<file path="src/rtl/systolic_sparse_feeder.sv">
// Block sequencer for the 14x14 weight-stationary sparse systolic array: clear, weight load, stream, flush.
// Define FEEDER_PERF_CNT_EN to add the perf_clr input and saturating skip/stall/busy counters.
//
// state  | meaning
// IDLE   | ready for a descriptor; skipped zero blocks retire here
// CLR    | one-cycle accumulator clear for the first block of a tile
// LOAD   | weight rows read from the buffer and shifted into the array
// STREAM | activation vectors forwarded under block_valid
// FLUSH  | zero vectors drain the skew registers and PE chain
// DONE   | one-cycle tile_done pulse
module systolic_sparse_feeder #(
    parameter int N_ROWS = 14,
    parameter int N_COLS = 14,
    parameter int DATA_W = 8,
    parameter int MAX_M  = 256,
    parameter int M_W    = $clog2(MAX_M + 1),
    parameter int A_W    = $clog2(N_ROWS)
) (
    input  logic                       clk,
    input  logic                       rst_n,
    input  logic                       desc_valid,
    output logic                       desc_ready,
    input  logic                       desc_zero,
    input  logic                       desc_first,
    input  logic                       desc_last,
    input  logic [M_W-1:0]             desc_mlen,
    output logic                       wgt_rd_en,
    output logic [A_W-1:0]             wgt_rd_addr,
    input  logic [N_COLS*DATA_W-1:0]   wgt_rd_data,
    input  logic                       act_valid,
    output logic                       act_ready,
    input  logic [N_ROWS*DATA_W-1:0]   act_data,
    output logic                       arr_block_valid,
    output logic                       arr_load_weight,
    output logic                       arr_clr,
    output logic [N_ROWS*DATA_W-1:0]   arr_a_flat,
    output logic [N_COLS*DATA_W-1:0]   arr_b_flat,
    output logic                       busy,
`ifdef FEEDER_PERF_CNT_EN
    input  logic                       perf_clr,
    output logic [31:0]                perf_skip_cnt,
    output logic [31:0]                perf_stall_cnt,
    output logic [31:0]                perf_busy_cnt,
`endif
    output logic                       tile_done
);

    localparam logic [2:0] S_IDLE   = 3'd0;
    localparam logic [2:0] S_CLR    = 3'd1;
    localparam logic [2:0] S_LOAD   = 3'd2;
    localparam logic [2:0] S_STREAM = 3'd3;
    localparam logic [2:0] S_FLUSH  = 3'd4;
    localparam logic [2:0] S_DONE   = 3'd5;

    localparam int LC_W   = $clog2(N_ROWS + 1);
    localparam int FL_LEN = N_ROWS + N_COLS - 2;
    localparam int FC_W   = $clog2(FL_LEN);
    localparam logic [LC_W-1:0] LD_LAST = LC_W'(N_ROWS);
    localparam logic [FC_W-1:0] FL_LAST = FC_W'(FL_LEN - 1);

    logic [2:0]      state_q, state_d;
    logic            zero_q, zero_d;
    logic            last_q, last_d;
    logic [M_W-1:0]  mlen_q, mlen_d;
    logic [LC_W-1:0] ld_cnt_q, ld_cnt_d;
    logic [M_W-1:0]  beat_q, beat_d;
    logic [FC_W-1:0] fl_cnt_q, fl_cnt_d;

    always_comb begin
        state_d         = state_q;
        zero_d          = zero_q;
        last_d          = last_q;
        mlen_d          = mlen_q;
        ld_cnt_d        = ld_cnt_q;
        beat_d          = beat_q;
        fl_cnt_d        = fl_cnt_q;
        desc_ready      = 1'b0;
        wgt_rd_en       = 1'b0;
        wgt_rd_addr     = '0;
        act_ready       = 1'b0;
        arr_block_valid = 1'b0;
        arr_load_weight = 1'b0;
        arr_clr         = 1'b0;
        arr_a_flat      = '0;
        arr_b_flat      = '0;
        tile_done       = 1'b0;

        case (state_q)
            S_IDLE: begin
                desc_ready = 1'b1;
                if (desc_valid) begin
                    zero_d = desc_zero;
                    last_d = desc_last;
                    mlen_d = desc_mlen;
                    if (desc_first)     state_d = S_CLR;
                    else if (!desc_zero) state_d = S_LOAD;
                    else if (desc_last)  state_d = S_DONE;
                end
            end
            S_CLR: begin
                arr_clr = 1'b1;
                if (zero_q) state_d = last_q ? S_DONE : S_IDLE;
                else        state_d = S_LOAD;
            end
            S_LOAD: begin
                if (ld_cnt_q < LD_LAST) begin
                    wgt_rd_en   = 1'b1;
                    wgt_rd_addr = ld_cnt_q[A_W-1:0];
                end
                // Buffer data lags the read strobe by one cycle, so the array sees row k at count k+1.
                if (ld_cnt_q != '0) begin
                    arr_load_weight = 1'b1;
                    arr_b_flat      = wgt_rd_data;
                end
                if (ld_cnt_q == LD_LAST) begin
                    ld_cnt_d = '0;
                    state_d  = (mlen_q != '0) ? S_STREAM : S_FLUSH;
                end else begin
                    ld_cnt_d = ld_cnt_q + 1'b1;
                end
            end
            S_STREAM: begin
                act_ready       = 1'b1;
                arr_block_valid = act_valid;
                if (act_valid) begin
                    arr_a_flat = act_data;
                    if (M_W'(beat_q + 1'b1) == mlen_q) begin
                        beat_d  = '0;
                        state_d = S_FLUSH;
                    end else begin
                        beat_d = beat_q + 1'b1;
                    end
                end
            end
            S_FLUSH: begin
                arr_block_valid = 1'b1;
                if (fl_cnt_q == FL_LAST) begin
                    fl_cnt_d = '0;
                    state_d  = last_q ? S_DONE : S_IDLE;
                end else begin
                    fl_cnt_d = fl_cnt_q + 1'b1;
                end
            end
            S_DONE: begin
                tile_done = 1'b1;
                state_d   = S_IDLE;
            end
            default: state_d = S_IDLE;
        endcase
    end

    always_ff @(posedge clk or negedge rst_n) begin
        if (!rst_n) begin
            state_q  <= S_IDLE;
            zero_q   <= 1'b0;
            last_q   <= 1'b0;
            mlen_q   <= '0;
            ld_cnt_q <= '0;
            beat_q   <= '0;
            fl_cnt_q <= '0;
        end else begin
            state_q  <= state_d;
            zero_q   <= zero_d;
            last_q   <= last_d;
            mlen_q   <= mlen_d;
            ld_cnt_q <= ld_cnt_d;
            beat_q   <= beat_d;
            fl_cnt_q <= fl_cnt_d;
        end
    end

    assign busy = (state_q != S_IDLE);

`ifdef FEEDER_PERF_CNT_EN
    logic [31:0] perf_skip_q, perf_skip_d;
    logic [31:0] perf_stall_q, perf_stall_d;
    logic [31:0] perf_busy_q, perf_busy_d;

    always_comb begin
        perf_skip_d  = perf_skip_q;
        perf_stall_d = perf_stall_q;
        perf_busy_d  = perf_busy_q;
        if (perf_clr) begin
            perf_skip_d  = '0;
            perf_stall_d = '0;
            perf_busy_d  = '0;
        end else begin
            if (state_q == S_IDLE && desc_valid && desc_zero && perf_skip_q != '1)
                perf_skip_d = perf_skip_q + 1'b1;
            if (state_q == S_STREAM && !act_valid && perf_stall_q != '1)
                perf_stall_d = perf_stall_q + 1'b1;
            if (busy && perf_busy_q != '1)
                perf_busy_d = perf_busy_q + 1'b1;
        end
    end

    always_ff @(posedge clk or negedge rst_n) begin
        if (!rst_n) begin
            perf_skip_q  <= '0;
            perf_stall_q <= '0;
            perf_busy_q  <= '0;
        end else begin
            perf_skip_q  <= perf_skip_d;
            perf_stall_q <= perf_stall_d;
            perf_busy_q  <= perf_busy_d;
        end
    end

    assign perf_skip_cnt  = perf_skip_q;
    assign perf_stall_cnt = perf_stall_q;
    assign perf_busy_cnt  = perf_busy_q;
`endif

endmodule

</file>
<file path="config.mk">
export PLATFORM = sky130hd
export DESIGN_NAME = systolic_sparse_feeder
export DESIGN_NICKNAME = d
export VERILOG_FILES = /design/src/rtl/systolic_sparse_feeder.sv
export SDC_FILE = /design/constraint.sdc
export NUM_CORES = 1
export LEC_CHECK = 0
export ABC_AREA = 0
export CORE_AREA = 3 3 185 187
export CTS_CLUSTER_SIZE = 40
export DETAILED_ROUTE_END_ITERATION = 12
export DIE_AREA = 0 0 188 190
export GPL_ROUTABILITY_DRIVEN = 0
export SYNTH_ARGS = -nofsm -noshare
export SYNTH_HDL_FRONTEND = slang
export SYNTH_SLANG_ARGS = --single-unit
</file>
<file path="constraint.sdc">
create_clock -name clk -period 4.3 [get_ports clk]
set_input_delay 0.43 -clock clk [delete_from_list [all_inputs] [get_ports clk]]
set_output_delay 0.43 -clock clk [all_outputs]
set_load 0.02 [all_outputs]
</file>
==> results of run 1 <==
-- per-layer routing --
metal  up-vias  routed length (µm)  GRT usage (%)
met5         -                   0              0
met4         0                 601           4.50
met3        26                2160           4.55
met2       243               14400           25.7
met1      2418               10300           16.3
li1       2533                   -              -
-- layout make-up --
class | count | area (µm²)
fillers | 3509 | 23700
clock buffers | 6 | 129
flip-flops and latches | 32 | 801
well taps | 442 | 553
multi-input cells | 395 | 2560
inverters | 5 | 18.8
repair buffers | 479 | 4780
clock inverters | 2 | 35.0
diodes | 7 | 17.5
-- sequential cells by signal (all words and copies together), names as in the netlist --
name / count
beat_q: 9
ld_cnt_q: 4
mlen_q: 9
fl_cnt_q: 5
zero_q: 1
last_q: 1
state_q: 3
-- power by group --
part           leakage, nW  internal (mW)  switching, mW
combinational         3.11           1.44           1.58
sequential           0.389          0.388          0.128
clock               0.0809          0.273          0.142
total                 3.58           2.11           1.85
-- worst min-delay path by stage --
stage | depth (start not counted) | to | start
after global routing | 1 | fl_cnt_q[2]$_DFFE_PN0N_ | fl_cnt_q[2]$_DFFE_PN0N_
after CTS | 1 | beat_q[8]$_DFFE_PN0P_ | beat_q[8]$_DFFE_PN0P_
after global placement | 1 | beat_q[8]$_DFFE_PN0P_ | beat_q[8]$_DFFE_PN0P_
after detailed placement | 1 | beat_q[8]$_DFFE_PN0P_ | beat_q[8]$_DFFE_PN0P_
after floorplan | 0 | beat_q[0]$_DFFE_PN0P_ | rst_n
final | 1 | beat_q[8]$_DFFE_PN0P_ | beat_q[8]$_DFFE_PN0P_
-- cell usage in the layout (no fill, tap or decap), types with 4 or more instances in the layout --
master and instances:
nor3_1 9, diode_2 7, mux2_2 15, a31oi_1 6, and3_1 113, o21ai_1 7, xnor2_1 6, nand3_1 9
and2_1 119, o21ai_0 13, dfrtp_1 32, clkbuf_16 5, a21o_1 7, buf_4 4, clkdlybuf4s50_1 474, nand2_1 20
or3_1 7, nor2_1 12, a21oi_1 12, inv_1 4
-- through the flow --
stage	instances	power, mW	util [%]	setup slack (ns)
floorplan	479	2.06	-	2.04
global route	1365	4.20	27.2	0.528
CTS	1361	3.98	27.2	0.732
detailed placement	1353	3.53	26.7	1.05
finish	1368	3.96	27.3	0.790
global placement	1353	3.53	26.7	1.08
-- cell families (layout without fill, tap and decap cells) --
group	count (synthesis)	in the layout	share of synthesized area (%)
and+or+nand+nor	310	310	52.4
AOI/OAI and AO/OA	58	58	10.6
buffers and inverters	52	492	6.02
DFF	32	32	22.5
muxes	15	15	4.75
xor gates and xnor gates	9	9	2.64
adders and majority gates	3	3	1.06
other	0	7	0
==> summary.md, run 1 <==
| Metric | Value |
|---|---|
| Pwr dens | `445 nW/µm²` |
| Vias in the first global route | `5309` |
| Area added between synthesis and finish | `150%` |
| Fin Setup TNS | `0 ns` |
| Clock Sink Count | `32` |
| F_max | `0.285 GHz` |
| Placed inst area | `8710 µm²` |
| CP Launch Type | `register` |
| Crit path depth | `5` |
| # H-tree levels | `2` |
| Max Cap Viol | `0` |
| Data arrival time of the worst path | `3.08 ns` |
| Syn avg cell area | `7.42 µm²` |
| Reg clk slew, reported paths | `0.05 ns` |
| Status | `finished, final reports clean` |
| CP Launch Point | `state_q[2]$_DFFE_PN0P_` |
| Syn nets | `722` |
| Final instance area | `8890 µm²` |
| RSZ-0062 raised after global routing | `no` |
| DRC viols | `0` |
| Routed vias/inst | `3.82` |
| Area share of the largest cell type after synthesis | `22.5%` |
| Final Hold Viols | `0` |
| Post-CTS Resized | `0` |
| Synth area leaders | `dfrtp_1 23%, and2_1 21%, and3_1 20%` |
| Most frequent cells after synthesis | `119 x and2_1, 113 x and3_1, 40 x clkbuf_1` |
| CP delay by family, top | `buffers and inverters` |
| Average wire per standard cell | `20.1 µm` |
| Slew Limit Fails | `0` |
| # rows | `66` |
| Most common cell in the synthesized netlist | `and2_1` |
| Initial antenna violation count | `8` |
| CP Data Required Time | `3.87 ns` |
| Critical R2R Capture | `state_q[0]$_DFFE_PN0P_` |
| Slew margin rel. | `36.8%` |
| Worst Skew | `0.00386 ns` |
| Period utilization | `81.6%` |
| Via count | `5220` |
| Crit path to | `arr_b_flat[79]` |
| CP Class | `reg2out` |
| Die X-Extent | `188 µm` |
| Ys async rst share | `100%` |
| Buf+Inv Stages, Crit Path | `2` |
| Die ar. | `35700 µm²` |
| Clk root buf | `clkbuf_16` |
| Pleak | `3.58 nW` |
| Seq/Total Area, Yosys | `22.5%` |
| Initial Util | `10.9%` |
| Synth area leader | `dfrtp_1` |
| CP max-delay cell | `clkdlybuf4s50_1` |
| WL final | `27500 µm` |
| HPWL Detailed | `23100 µm` |
| Core box area | `32600 µm²` |
| Hold slack | `0.542 ns` |
| Post-CTS Hold Fix Bufs | `0` |
| Max FO, Critical Path | `113` |
| Crit-path cells | `nand3b_1 -> a21oi_4 -> buf_4 -> and2_1 -> clkdlybuf4s50_1` |
| CTS Buf Count | `5` |
| Post-CTS setup buffers | `0` |
| Worst vdd ir | `0.233 mV` |
| Clk buf depth | `2` |
| Syn Std Cell Area | `3550 µm²` |
| Final Net Count | `1161` |
| I/O Pins | `476` |
| Final setup viols | `0` |
| Netlist cell types | `50` |
| Number of synthesized flops with an enable pin | `0` |
| GRT Total Usage | `14.4%` |
| # port buffers | `475` |
| Synth Flop Type | `dfrtp_1` |
| Post-DRT Antenna Nets | `0` |
| Worst-Margin Slew | `0.949 ns` |
| First-pass GRT wire length | `38000 µm` |
| Post-synthesis sequential element count | `32` |
| Launch point of the worst reg-to-reg path | `beat_q[0]$_DFFE_PN0P_` |
| Synth warn | `0` |
| Die height | `190 µm` |
| CTS tree | `yes` |
| Worst Hold Class | `reg2reg` |
| Final min period | `3.51 ns` |
| R2R setup slack | `1.56 ns` |
| Critical Path End Type | `output pin` |
| Fraction of layout cells with a size suffix above 1 | `4.03%` |
| R2r worst-path depth | `7` |
| DRT iter0 DRCs | `292` |
| DRT Pass-1 Iters | `4` |
| Clk_lat worst skew | `0.28 ns` |
| Largest net degree at the start of global routing | `115` |
| Syn Inst Count | `479` |
| Worst path max stage delay | `0.75 ns` |
| GRT Residual Overflow | `0` |
(Power assumes the default switching activity.)
==> inputs of run 2 (changes only) <==
--- a/config.mk
+++ b/config.mk
@@ -6,10 +6,10 @@
 export NUM_CORES = 1
 export LEC_CHECK = 0
 export ABC_AREA = 0
-export CORE_AREA = 3 3 185 187
+export CORE_AREA = 3 3 181 183
 export CTS_CLUSTER_SIZE = 40
 export DETAILED_ROUTE_END_ITERATION = 12
-export DIE_AREA = 0 0 188 190
+export DIE_AREA = 0 0 184 186
 export GPL_ROUTABILITY_DRIVEN = 0
 export SYNTH_ARGS = -nofsm -noshare
 export SYNTH_HDL_FRONTEND = slang
==> constraint.sdc (replaced) <==
create_clock -name clk -period 3.6 [get_ports clk]
set_input_delay 0.36 -clock clk [delete_from_list [all_inputs] [get_ports clk]]
set_output_delay 0.36 -clock clk [all_outputs]
set_load 0.02 [all_outputs]
==> summary.md, run 2 (synthesized netlist as in run 1, its figures left out) <==
| Metric | Value |
|---|---|
| Final min period | `3.08 ns` |
| Final Net Count | `1161 (unchanged)` |
| Average wire per standard cell | `23.9 µm (was 20.1 µm)` |
| Pint | `2.48 mW (was 2.11 mW)` |
| DRT iter0 DRCs | `257 (was 292)` |
| Fraction of layout cells with a size suffix above 1 | `4.13% (was 4.03%)` |
| Die X-Extent | `184 µm (was 188 µm)` |
| Routed vias/inst | `3.98 (was 3.82)` |
| Data arrival time of the worst path | `2.72 ns (was 3.08 ns)` |
| Fin Setup TNS | `0 ns (unchanged)` |
| Final setup viols | `0 (unchanged)` |
| Slew margin rel. | `48.7% (was 36.8%)` |
| Final Hold Viols | `0 (unchanged)` |
| Clock group share of total power | `9.0% (was 10.5%)` |
| DRT Pass-1 Iters | `4 (unchanged)` |
| HPWL Detailed | `26800 µm (was 23100 µm)` |
| Period utilization | `85.5%` |
| Area added between synthesis and finish | `149% (was 150%)` |
| CP Data Required Time | `3.24 ns (was 3.87 ns)` |
| Initial Util | `11.3% (was 10.9%)` |
| Pleak | `3.58 nW (about the same)` |
| Die height | `186 µm (was 190 µm)` |
| Part of the power in registers | `13.1% (was 13.0%)` |
| Sw Ratio | `47.3% (was 46.8%)` |
| GRT Total Usage | `17.1% (was 14.4%)` |
| Post-CTS Hold Fix Bufs | `0 (unchanged)` |
| Worst Skew | `0.0102 ns (was 0.00386 ns)` |
| F_max | `0.325 GHz` |
| CTS tree | `yes (unchanged)` |
| Logic pwr share | `77.9% (was 76.5%)` |
| Clock Sink Count | `32 (unchanged)` |
| DRC viols | `0 (unchanged)` |
| Crit path to | `arr_block_valid (was arr_b_flat[79])` |
| First-pass GRT wire length | `41400 µm (was 38000 µm)` |
| WL final | `31800 µm (was 27500 µm)` |
| CP Launch Point | `state_q[0]$_DFFE_PN0P_ (was state_q[2]$_DFFE_PN0P_)` |
| Most frequent cells in the layout | `474 x clkdlybuf4s50_1, 119 x and2_1, 113 x and3_1 (unchanged)` |
| Initial antenna violation count | `36 (was 8)` |
| Max Cap Viol | `0 (unchanged)` |
| Vias in the first global route | `5117 (was 5309)` |
| Top Registers | `beat_q x9, mlen_q x9, fl_cnt_q x5 (unchanged)` |
| CTS Buf Count | `5 (unchanged)` |
| Critical Path End Type | `output pin (unchanged)` |
| Worst-Margin Slew | `0.770 ns (was 0.949 ns)` |
| I/O Pins | `476 (unchanged)` |
| Fin cells | `1330 (was 1368)` |
| Post-DRT Antenna Nets | `0 (unchanged)` |
| Clk_lat worst skew | `0.29 ns (was 0.28 ns)` |
| R2R setup slack | `0.87 ns (was 1.56 ns)` |
| GRT Residual Overflow | `0 (unchanged)` |
| Critical R2R Capture | `state_q[1]$_DFFE_PN0P_ (was state_q[0]$_DFFE_PN0P_)` |
| Clk root buf | `clkbuf_16 (unchanged)` |
| Clk buf depth | `2 (unchanged)` |
| # H-tree levels | `2 (unchanged)` |
| Launch point of the worst reg-to-reg path | `beat_q[0]$_DFFE_PN0P_ (unchanged)` |
| Placed Cells | `1313 (was 1353)` |
| Largest net degree at the start of global routing | `115 (unchanged)` |
| # rows | `65 (was 66)` |
| Die ar. | `34200 µm² (was 35700 µm²)` |
| Worst vdd ir | `0.354 mV (was 0.233 mV)` |
| NetSw | `2.23 mW (was 1.85 mW)` |
| Post-CTS Resized | `0 (unchanged)` |
| Post-CTS setup buffers | `0 (unchanged)` |
| Slew Limit Fails | `0 (unchanged)` |
| Commonest non-fill, non-tap cell in the layout | `clkdlybuf4s50_1 (unchanged)` |
| # port buffers | `475 (unchanged)` |
| R2r worst-path depth | `7 (unchanged)` |
| Pwr dens | `531 nW/µm² (was 445 nW/µm²)` |
| Reg clk slew, reported paths | `0.06 ns (was 0.05 ns)` |
| CP Launch Type | `register (unchanged)` |
| RSZ-0062 raised after global routing | `no (unchanged)` |
| Max FO, Critical Path | `114 (was 113)` |
| Worst Hold Class | `in2async (was reg2reg)` |
| Via count | `5297 (was 5220)` |
| CP Class | `reg2out (unchanged)` |
| Status | `finished, final reports clean (unchanged)` |
| Core box area | `31400 µm² (was 32600 µm²)` |
## run 2: changes by cell type in the layout (fill, tap and decap cells not counted), sizes merged
| cell | change |
|---|---|
| diode | +2 |
| bufinv | -1 |
| clkinvlp | +2 |
| clkbuf | -1 |
## run 2: worst min path at each step
stage / start / endpoint / slack, ns / depth (start not counted)
after detailed placement: fl_cnt_q[2]$_DFFE_PN0N_ / fl_cnt_q[2]$_DFFE_PN0N_ / 0.54 / 1
after global routing: rst_n / beat_q[6]$_DFFE_PN0P_ / 0.54 / 2
after floorplan: rst_n / beat_q[0]$_DFFE_PN0P_ / 0.06 / 0
final: rst_n / mlen_q[6]$_DFFE_PN0P_ / 0.50 / 2
after global placement: fl_cnt_q[2]$_DFFE_PN0N_ / fl_cnt_q[2]$_DFFE_PN0N_ / 0.53 / 1
after CTS: rst_n / zero_q$_DFFE_PN0P_ / 0.51 / 2
## run 2: critical path: stages, from the launching register on
cell,delay [ns]
dfrtp_1,0.47
inv_2,0.14
nor3b_4,0.29
buf_12,0.31
nand2_1,0.40
nand2_1,0.17
clkdlybuf4s50_1,0.62
## run 2: through the flow
stage / util [%] / total power, mW / instance area (µm²) / worst slack, ns / hold slack [ns]
after global placement: 27.7 / 4.28 / 8700 / 0.843 / 0.532
after detailed placement: 27.7 / 4.26 / 8700 / 0.767 / 0.537
after floorplan: - / 2.46 / 3550 / 1.34 / 0.0644
after global routing: 28.2 / 5.00 / 8850 / 0.273 / 0.540
after CTS: 28.2 / 4.74 / 8850 / 0.456 / 0.507
final: 28.3 / 4.71 / 8870 / 0.523 / 0.496
## run 2: area by class of cell
| class | instances | area [µm²] |
|---|---|---|
| timing repair buffer | 479 | 4820 |
| clock inverter | 3 | 23.8 |
| tap | 402 | 503 |
| clock buffer | 5 | 125 |
| sequential | 32 | 801 |
| fill | 3344 | 22500 |
| antenna | 9 | 22.5 |
| inverter | 5 | 18.8 |
| multi-input combinational | 395 | 2560 |
## run 2: power groups by stage
stage               Sequential (mW)  Combinational (mW)  Clock, mW
floorplan                     0.557                1.90          0
global placement              0.611                3.67          0
detailed placement            0.619                3.64          0
CTS                           0.614                3.69      0.439
global route                  0.637                3.91      0.455
finish                        0.616                3.67      0.423
## run 2: layer usage
layer / vias to the layer above / wire length [µm] / track usage [%]
met5: - / 109 / 0
met4: 22 / 338 / 2.06
met3: 36 / 4310 / 13.6
met2: 270 / 12400 / 22.4
met1: 2427 / 14600 / 22.2
li1: 2542 / - / -
